===== config.mk =====
export PLATFORM = sky130hd
export DESIGN_NAME = freq_meter_sched_flat
export DESIGN_NICKNAME = d
export VERILOG_FILES = /design/src/rtl/freq_meter_sched_if.sv /design/src/rtl/freq_meter_sched.sv /design/src/flat_wrapper.sv
export SDC_FILE = /design/constraint.sdc
export NUM_CORES = 1
export LEC_CHECK = 0
export BUFFER_PORTS_ARGS = -buffer_cell sky130_fd_sc_hd__buf_2
export CAP_MARGIN = 20
export CORE_MARGIN = 3
export CORE_UTILIZATION = 51
export CTS_BUF_LIST = sky130_fd_sc_hd__clkbuf_2
export DETAILED_ROUTE_END_ITERATION = 8
export PLACE_DENSITY_LB_ADDON = 0.2
export SETUP_SLACK_MARGIN = 0.02
export SLEW_MARGIN = 20
export SYNTH_ARGS = -nofsm -noshare
export SYNTH_HDL_FRONTEND = slang
export SYNTH_SLANG_ARGS = --single-unit

===== constraint.sdc =====
create_clock -name SYS_CLK_I -period 8.4 [get_ports SYS_CLK_I]
set_clock_uncertainty 0.05 [all_clocks]
set_input_delay 0.84 -clock SYS_CLK_I [delete_from_list [all_inputs] [get_ports SYS_CLK_I]]
set_output_delay 0.84 -clock SYS_CLK_I [all_outputs]
set_load 0.1 [all_outputs]

===== src/rtl/freq_meter_sched_if.sv =====
// freq_meter_sched_if: register-file / counter side signals of the frequency
// meter scheduler. The slave modport is the scheduler; the master modport is
// whatever drives it (register file plus shared counter).
interface freq_meter_sched_if #(
  parameter int CH_NUM   = 4,
  parameter int C_CNT_BW = 32,
  parameter int SW       = (CH_NUM > 1) ? $clog2(CH_NUM) : 1
);
  logic                         EN_I;
  logic [CH_NUM-1:0]            CH_MASK_I;
  logic [C_CNT_BW-1:0]          CNT_I;
  logic [SW-1:0]                SEL_O;
  logic                         GATE_O;
  logic [CH_NUM*C_CNT_BW-1:0]   RESULT_O;
  logic [CH_NUM-1:0]            VALID_O;
  logic [CH_NUM-1:0]            ZERO_O;
  logic                         UPD_O;
  logic [SW-1:0]                UPD_CH_O;
  logic                         ROUND_O;
  logic [CH_NUM-1:0]            CHG_O;
  logic                         BUSY_O;

  modport slave (
    input  EN_I, CH_MASK_I, CNT_I,
    output SEL_O, GATE_O, RESULT_O, VALID_O, ZERO_O, UPD_O, UPD_CH_O,
           ROUND_O, CHG_O, BUSY_O
  );

  modport master (
    output EN_I, CH_MASK_I, CNT_I,
    input  SEL_O, GATE_O, RESULT_O, VALID_O, ZERO_O, UPD_O, UPD_CH_O,
           ROUND_O, CHG_O, BUSY_O
  );
endinterface


===== src/rtl/freq_meter_sched.sv =====
// freq_meter_sched: time-shares one gated frequency counter between CH_NUM
// clocks. Selects a channel on the mux, lets it settle, brackets an exact
// GATE_CYC window with two gate pulses, waits for the counter result to cross
// into this domain and stores it per channel, walking the mask round-robin.
// Build macro FREQ_SCHED_CHG_DET_EN adds per-channel change detection (CHG_O).
module freq_meter_sched #(
  parameter int CH_NUM     = 4,
  parameter int C_CNT_BW   = 32,
  parameter int GATE_CYC   = 100000000,
  parameter int GATE_PW    = 10,
  parameter int SETTLE_CYC = 16,
  parameter int WAIT_CYC   = 8,
  parameter int CHG_TOL    = 1000
) (
  input logic               SYS_CLK_I,
  input logic               SYS_RSTN_I,
  freq_meter_sched_if.slave bus
);
  localparam int SW  = (CH_NUM > 1) ? $clog2(CH_NUM) : 1;
  localparam int SW1 = SW + 1;
  localparam int CW  = $clog2(GATE_CYC) + 1;

  localparam logic [CW-1:0]  SETTLE_LAST = CW'(SETTLE_CYC - 1);
  localparam logic [CW-1:0]  PW_LAST     = CW'(GATE_PW - 1);
  localparam logic [CW-1:0]  MEAS_LAST   = CW'(GATE_CYC - GATE_PW - 1);
  localparam logic [CW-1:0]  WAIT_LAST   = CW'(WAIT_CYC - 1);
  localparam logic [SW-1:0]  LAST_CH     = SW'(CH_NUM - 1);
  localparam logic [SW1-1:0] CH_NUM_W    = SW1'(CH_NUM);

  if (CH_NUM < 2 || CH_NUM > 16 || GATE_PW < 1 || GATE_CYC <= GATE_PW ||
      SETTLE_CYC < 1 || WAIT_CYC < 1 || CHG_TOL < 0 ||
      SETTLE_CYC >= (2 ** CW) || WAIT_CYC >= (2 ** CW)) begin : g_param_chk
    $error("freq_meter_sched: illegal parameter set");
  end

  typedef enum logic [2:0] {
    S_IDLE, S_SETTLE, S_ARM, S_MEAS, S_LATCH, S_WAIT, S_CAPT
  } state_t;

  state_t              state, state_nxt;
  logic [CW-1:0]       phase;
  logic [SW-1:0]       sel, ptr, sel_inc, start, off, pick_ch, top_ch;
  logic [CH_NUM-1:0]   rot;
  logic [SW1-1:0]      sum;
  logic                gate, capt, mask_any, run_ok;
  logic [C_CNT_BW-1:0] res [CH_NUM];
  logic [CH_NUM-1:0]   valid, zero;

  assign mask_any = |bus.CH_MASK_I;
  assign run_ok   = bus.EN_I && mask_any;
  assign capt     = (state == S_CAPT);
  assign sel_inc  = (sel == LAST_CH) ? '0 : sel + 1'b1;

  // Next channel: first mask bit at or after the round-robin start, wrapping.
  always_comb begin
    start = capt ? sel_inc : ptr;
    rot   = CH_NUM'({bus.CH_MASK_I, bus.CH_MASK_I} >> start);
    off   = '0;
    for (int i = CH_NUM - 1; i >= 0; i--) begin
      if (rot[i]) off = SW'(i);
    end
    sum = {1'b0, start} + {1'b0, off};
    if (sum >= CH_NUM_W) sum = sum - CH_NUM_W;
    pick_ch = sum[SW-1:0];
  end

  // Highest enabled channel marks the end of a round.
  always_comb begin
    top_ch = '0;
    for (int i = 0; i < CH_NUM; i++) begin
      if (bus.CH_MASK_I[i]) top_ch = SW'(i);
    end
  end

  // Next-state: each timed state leaves on its last phase count; EN low aborts.
  always_comb begin
    state_nxt = state;
    case (state)
      S_IDLE:   if (run_ok) state_nxt = S_SETTLE;
      S_SETTLE: if (phase == SETTLE_LAST) state_nxt = S_ARM;
      S_ARM:    if (phase == PW_LAST) state_nxt = S_MEAS;
      S_MEAS:   if (phase == MEAS_LAST) state_nxt = S_LATCH;
      S_LATCH:  if (phase == PW_LAST) state_nxt = S_WAIT;
      S_WAIT:   if (phase == WAIT_LAST) state_nxt = S_CAPT;
      S_CAPT:   state_nxt = run_ok ? S_SETTLE : S_IDLE;
      default:  state_nxt = S_IDLE;
    endcase
    if (!bus.EN_I) state_nxt = S_IDLE;
  end

  // State, phase counter, mux select, round-robin pointer and registered gate.
  always_ff @(posedge SYS_CLK_I or negedge SYS_RSTN_I) begin
    if (!SYS_RSTN_I) begin
      state <= S_IDLE;
      phase <= '0;
      sel   <= '0;
      ptr   <= '0;
      gate  <= 1'b0;
    end else begin
      state <= state_nxt;
      phase <= (state_nxt != state || state == S_IDLE) ? '0 : phase + 1'b1;
      gate  <= (state_nxt == S_ARM) || (state_nxt == S_LATCH);
      if (state_nxt == S_SETTLE && state != S_SETTLE) sel <= pick_ch;
      if (capt) ptr <= sel_inc;
    end
  end

  // Per-channel result capture; the ARM pulse's own latched value is never read.
  always_ff @(posedge SYS_CLK_I or negedge SYS_RSTN_I) begin
    if (!SYS_RSTN_I) begin
      for (int i = 0; i < CH_NUM; i++) res[i] <= '0;
      valid <= '0;
      zero  <= '0;
    end else if (capt) begin
      res[sel]   <= bus.CNT_I;
      valid[sel] <= 1'b1;
      zero[sel]  <= (bus.CNT_I == '0);
    end
  end

`ifdef FREQ_SCHED_CHG_DET_EN
  localparam logic [C_CNT_BW-1:0] TOL_W = C_CNT_BW'(CHG_TOL);
  logic [CH_NUM-1:0]   chg;
  logic [C_CNT_BW-1:0] diff;

  // Unsigned distance between the new count and the stored one.
  always_comb begin
    diff = (bus.CNT_I >= res[sel]) ? bus.CNT_I - res[sel] : res[sel] - bus.CNT_I;
  end

  // Change flag refreshes only when its channel is captured again.
  always_ff @(posedge SYS_CLK_I or negedge SYS_RSTN_I) begin
    if (!SYS_RSTN_I) chg <= '0;
    else if (capt) chg[sel] <= valid[sel] && (diff > TOL_W);
  end

  assign bus.CHG_O = chg;
`else
  assign bus.CHG_O = '0;
`endif

  assign bus.SEL_O    = sel;
  assign bus.GATE_O   = gate;
  assign bus.VALID_O  = valid;
  assign bus.ZERO_O   = zero;
  assign bus.UPD_O    = capt;
  assign bus.UPD_CH_O = capt ? sel : '0;
  assign bus.ROUND_O  = capt && mask_any && (top_ch == sel);
  assign bus.BUSY_O   = (state != S_IDLE);

  for (genvar g = 0; g < CH_NUM; g++) begin : g_res
    assign bus.RESULT_O[g*C_CNT_BW +: C_CNT_BW] = res[g];
  end
endmodule


===== src/flat_wrapper.sv =====
// flat-port wrapper written by rule: the top's interface ports become plain ports
module freq_meter_sched_flat 
#(
  parameter int CH_NUM     = 4,
  parameter int C_CNT_BW   = 32,
  parameter int GATE_CYC   = 100000000,
  parameter int GATE_PW    = 10,
  parameter int SETTLE_CYC = 16,
  parameter int WAIT_CYC   = 8,
  parameter int CHG_TOL    = 1000
)
  (SYS_CLK_I, SYS_RSTN_I, bus_EN_I, bus_CH_MASK_I, bus_CNT_I, bus_SEL_O, bus_GATE_O, bus_RESULT_O, bus_VALID_O, bus_ZERO_O, bus_UPD_O, bus_UPD_CH_O, bus_ROUND_O, bus_CHG_O, bus_BUSY_O);
  freq_meter_sched_if #(.CH_NUM(CH_NUM), .C_CNT_BW(C_CNT_BW)) bus_i ();
  input logic SYS_CLK_I;
  input logic SYS_RSTN_I;
  input wire logic [$bits(bus_i.EN_I)-1:0] bus_EN_I;
  input wire logic [$bits(bus_i.CH_MASK_I)-1:0] bus_CH_MASK_I;
  input wire logic [$bits(bus_i.CNT_I)-1:0] bus_CNT_I;
  output wire logic [$bits(bus_i.SEL_O)-1:0] bus_SEL_O;
  output wire logic [$bits(bus_i.GATE_O)-1:0] bus_GATE_O;
  output wire logic [$bits(bus_i.RESULT_O)-1:0] bus_RESULT_O;
  output wire logic [$bits(bus_i.VALID_O)-1:0] bus_VALID_O;
  output wire logic [$bits(bus_i.ZERO_O)-1:0] bus_ZERO_O;
  output wire logic [$bits(bus_i.UPD_O)-1:0] bus_UPD_O;
  output wire logic [$bits(bus_i.UPD_CH_O)-1:0] bus_UPD_CH_O;
  output wire logic [$bits(bus_i.ROUND_O)-1:0] bus_ROUND_O;
  output wire logic [$bits(bus_i.CHG_O)-1:0] bus_CHG_O;
  output wire logic [$bits(bus_i.BUSY_O)-1:0] bus_BUSY_O;
  assign bus_i.EN_I = bus_EN_I;
  assign bus_i.CH_MASK_I = bus_CH_MASK_I;
  assign bus_i.CNT_I = bus_CNT_I;
  assign bus_SEL_O = bus_i.SEL_O;
  assign bus_GATE_O = bus_i.GATE_O;
  assign bus_RESULT_O = bus_i.RESULT_O;
  assign bus_VALID_O = bus_i.VALID_O;
  assign bus_ZERO_O = bus_i.ZERO_O;
  assign bus_UPD_O = bus_i.UPD_O;
  assign bus_UPD_CH_O = bus_i.UPD_CH_O;
  assign bus_ROUND_O = bus_i.ROUND_O;
  assign bus_CHG_O = bus_i.CHG_O;
  assign bus_BUSY_O = bus_i.BUSY_O;
  freq_meter_sched #(.CH_NUM(CH_NUM), .C_CNT_BW(C_CNT_BW), .GATE_CYC(GATE_CYC), .GATE_PW(GATE_PW), .SETTLE_CYC(SETTLE_CYC), .WAIT_CYC(WAIT_CYC), .CHG_TOL(CHG_TOL)) u_core (.SYS_CLK_I(SYS_CLK_I), .SYS_RSTN_I(SYS_RSTN_I), .bus(bus_i));
endmodule

==> impl_metrics.env <==
export IMPL_cts_buffer_depth=2
export IMPL_setup_viol=0
export IMPL_num_vias=5615
export IMPL_first_global_vias=5501
export IMPL_synth_cells=600
export IMPL_final_layout_size_suffix_gt1_frac=0.472
export IMPL_vdd_drop_max_v=0.0000932
export IMPL_hold_path_class="in -> async"
export IMPL_cts_resized=0
export IMPL_synth_main_ff_cell="dfrtp_1"
export IMPL_path_clk_slew_ns=0.23
export IMPL_wl_um=18800
export IMPL_gp_congestion=0.861
export IMPL_final_common_cell="buf_2"
export IMPL_via_per_inst=5.80
export IMPL_startpoint="u_core.state[1]$_DFF_PN0_"
export IMPL_row_count=44
export IMPL_max_slew_margin_rel=0.301
export IMPL_antenna_found_initial=0
export IMPL_slew_viol_final=0
export IMPL_cts_tree="yes"
export IMPL_nNetsFinal=818
export IMPL_rr_startpoint="u_core.bus.SEL_O[0]$_DFFE_PN0P_"
export IMPL_die_w_um=130
export IMPL_finalHoldViolations=0
export IMPL_wl_per_cell_um=19.4
export IMPL_clkLatencyLatePin_ns=0.72
export IMPL_holdBufCountCts=0
export IMPL_grt_max_degree=105
export IMPL_critical_path_class="reg -> out"
export IMPL_firstDrtPassIters=5
export IMPL_cts_root_buf="clkbuf_2"
export IMPL_cp_start_kind="flop"
export IMPL_synth_edf_count=0
export IMPL_clkSinkCount=172
export IMPL_min_period_over_period=0.416
export IMPL_fin_tns_setup_ns=0
export IMPL_grt_pass1_wl_um=29600
export IMPL_yosysWarningCount=0
export IMPL_diodes=0
export IMPL_dpl_hpwl_um=13200
export IMPL_outcome="finished, final reports clean"
export IMPL_seq_area_frac_synth=0.550
export IMPL_r2r_cells=12
export IMPL_worst_slew_pin_slew_ns=1.05
export IMPL_dieArea_um2=16900
export IMPL_grt_use_total=0.223
export IMPL_fmax_ghz=0.286
export IMPL_fin_cells=968
export IMPL_portBuffers=182
export IMPL_cap_violations=0
export IMPL_cp_end_kind="output pin"
export IMPL_finalHoldWorstSlack_ns=0.127
export IMPL_postSynth_asyncResetShare=1.00
export IMPL_synth_avg_cell_area_um2=13.0
export IMPL_cp_max_fo=13
export IMPL_start_util=0.530
export IMPL_grt_ovfl_total=0
export IMPL_fin_crit_ns=3.50
export IMPL_power_leakage_nw=4.11
export IMPL_post_cts_buffers=0
export IMPL_netlist_area_um2=7820
export IMPL_placed_area_um2=8840
export IMPL_cts_max_level=4
export IMPL_die_h_um=130
export IMPL_cp_required_ns=7.51
export IMPL_r2r_setup_slack_ns=5.00
export IMPL_synth_cell_types=59
export IMPL_power_density_nw_per_um2=184
export IMPL_drc=0
export IMPL_ant_nets=0
export IMPL_io_pins=187
export IMPL_drt_iter0_drc=306
export IMPL_ys_ff_latch=172
export IMPL_rsz0062_at_grt="no"
export IMPL_placed_cells=937
export IMPL_power_mw=1.66
export IMPL_fin_area_um2=9050
export IMPL_core_area_um2=14800
export IMPL_layout_common_cells="181 x buf_2, 172 x dfrtp_1, 132 x mux2_2"
export IMPL_worstPathArrival_ns=2.61
export IMPL_syn2layout_area_growth_pct=15.7
export IMPL_cts_buffers=17
==> stage by stage <==
stage	worst slack (ns)	util
floorplan	3.80	-
global placement	5.21	0.599
detailed placement	5.02	0.599
CTS	4.80	0.614
global route	4.67	0.614
finish	4.90	0.614
==> sequential cells by signal (all words and copies together) (netlist names) <==
signal / count
u_core.bus.ZERO_O: 4
u_core.bus.RESULT_O: 128
u_core.bus.VALID_O: 4
u_core.bus.SEL_O: 2
u_core.ptr: 2
u_core.phase: 28
u_core.bus.GATE_O: 1
u_core.state: 3
==> synth_stat cells (10+ instances only) <==
cell	count	share of area
dfrtp_1	172	0.55
mux2_2	132	0.19
clkbuf_1	28	0.013
nand2_1	22	0.011
nor4_1	21	0.017
xnor2_1	19	0.021
nor2_1	18	0.0086
inv_1	15	0.0072
a2111oi_2	12	0.023
nand3_1	12	0.0077
o21ai_0	11	0.0070
a211oi_1	10	0.0096
==> path summary, 6_finish.rpt <==
| kind | end |
|---|---|
| setup reg to reg | u_core.bus.SEL_O[1]$_DFFE_PN0P_ |
| min in group SYS_CLK_I | u_core.bus.GATE_O$_DFF_PN0_ |
| max in group asynchronous | u_core.bus.RESULT_O[52]$_DFFE_PN0P_ |
| setup / recovery | bus_ROUND_O |
| hold reg to reg | u_core.bus.VALID_O[0]$_DFFE_PN0N_ |
| hold / removal | u_core.bus.VALID_O[2]$_DFFE_PN0N_ |
==> cells by family after synthesis <==
group | count (synthesis) | synth area share
flops | 172 | 0.550
compound gates | 75 | 0.0875
mux | 135 | 0.194
simple gates | 132 | 0.0977
xor+xnor | 22 | 0.0246
fa+ha+maj | 7 | 0.0112
other cells | 1 | 0.000479
buf+inv | 56 | 0.0345
==> where the power goes <==
part / total (mW) / switching [mW] / internal (mW)
clock network: 0.390 / 0.282 / 0.108
registers: 0.883 / 0.0204 / 0.862
logic: 0.391 / 0.329 / 0.0622
==> cell type report <==
type,count,area (µm²)
Timing Repair Buffer,190,977
Tap cell,184,230
Multi-Input combinational cell,375,3270
Fill cell,1210,5700
Inverter,16,60.1
Clock buffer,18,90.1
Sequential cell,172,4300
Clock inverter,13,120
==> per-layer routing <==
layer | global-route usage | vias up | wire [µm]
li1 | - | 2577 | -
met1 | 0.298 | 2820 | 8280
met2 | 0.369 | 195 | 9180
met3 | 0.0483 | 23 | 1060
met4 | 0.0642 | 0 | 244
met5 | 0 | - | 0
==> critical path: stages (launching register included) <==
cell	delay, ns
dfrtp_1	0.63
nand3b_1	0.45
a211oi_1	0.33
buf_2	0.48
Note: power is estimated with default switching activity, not from simulation.
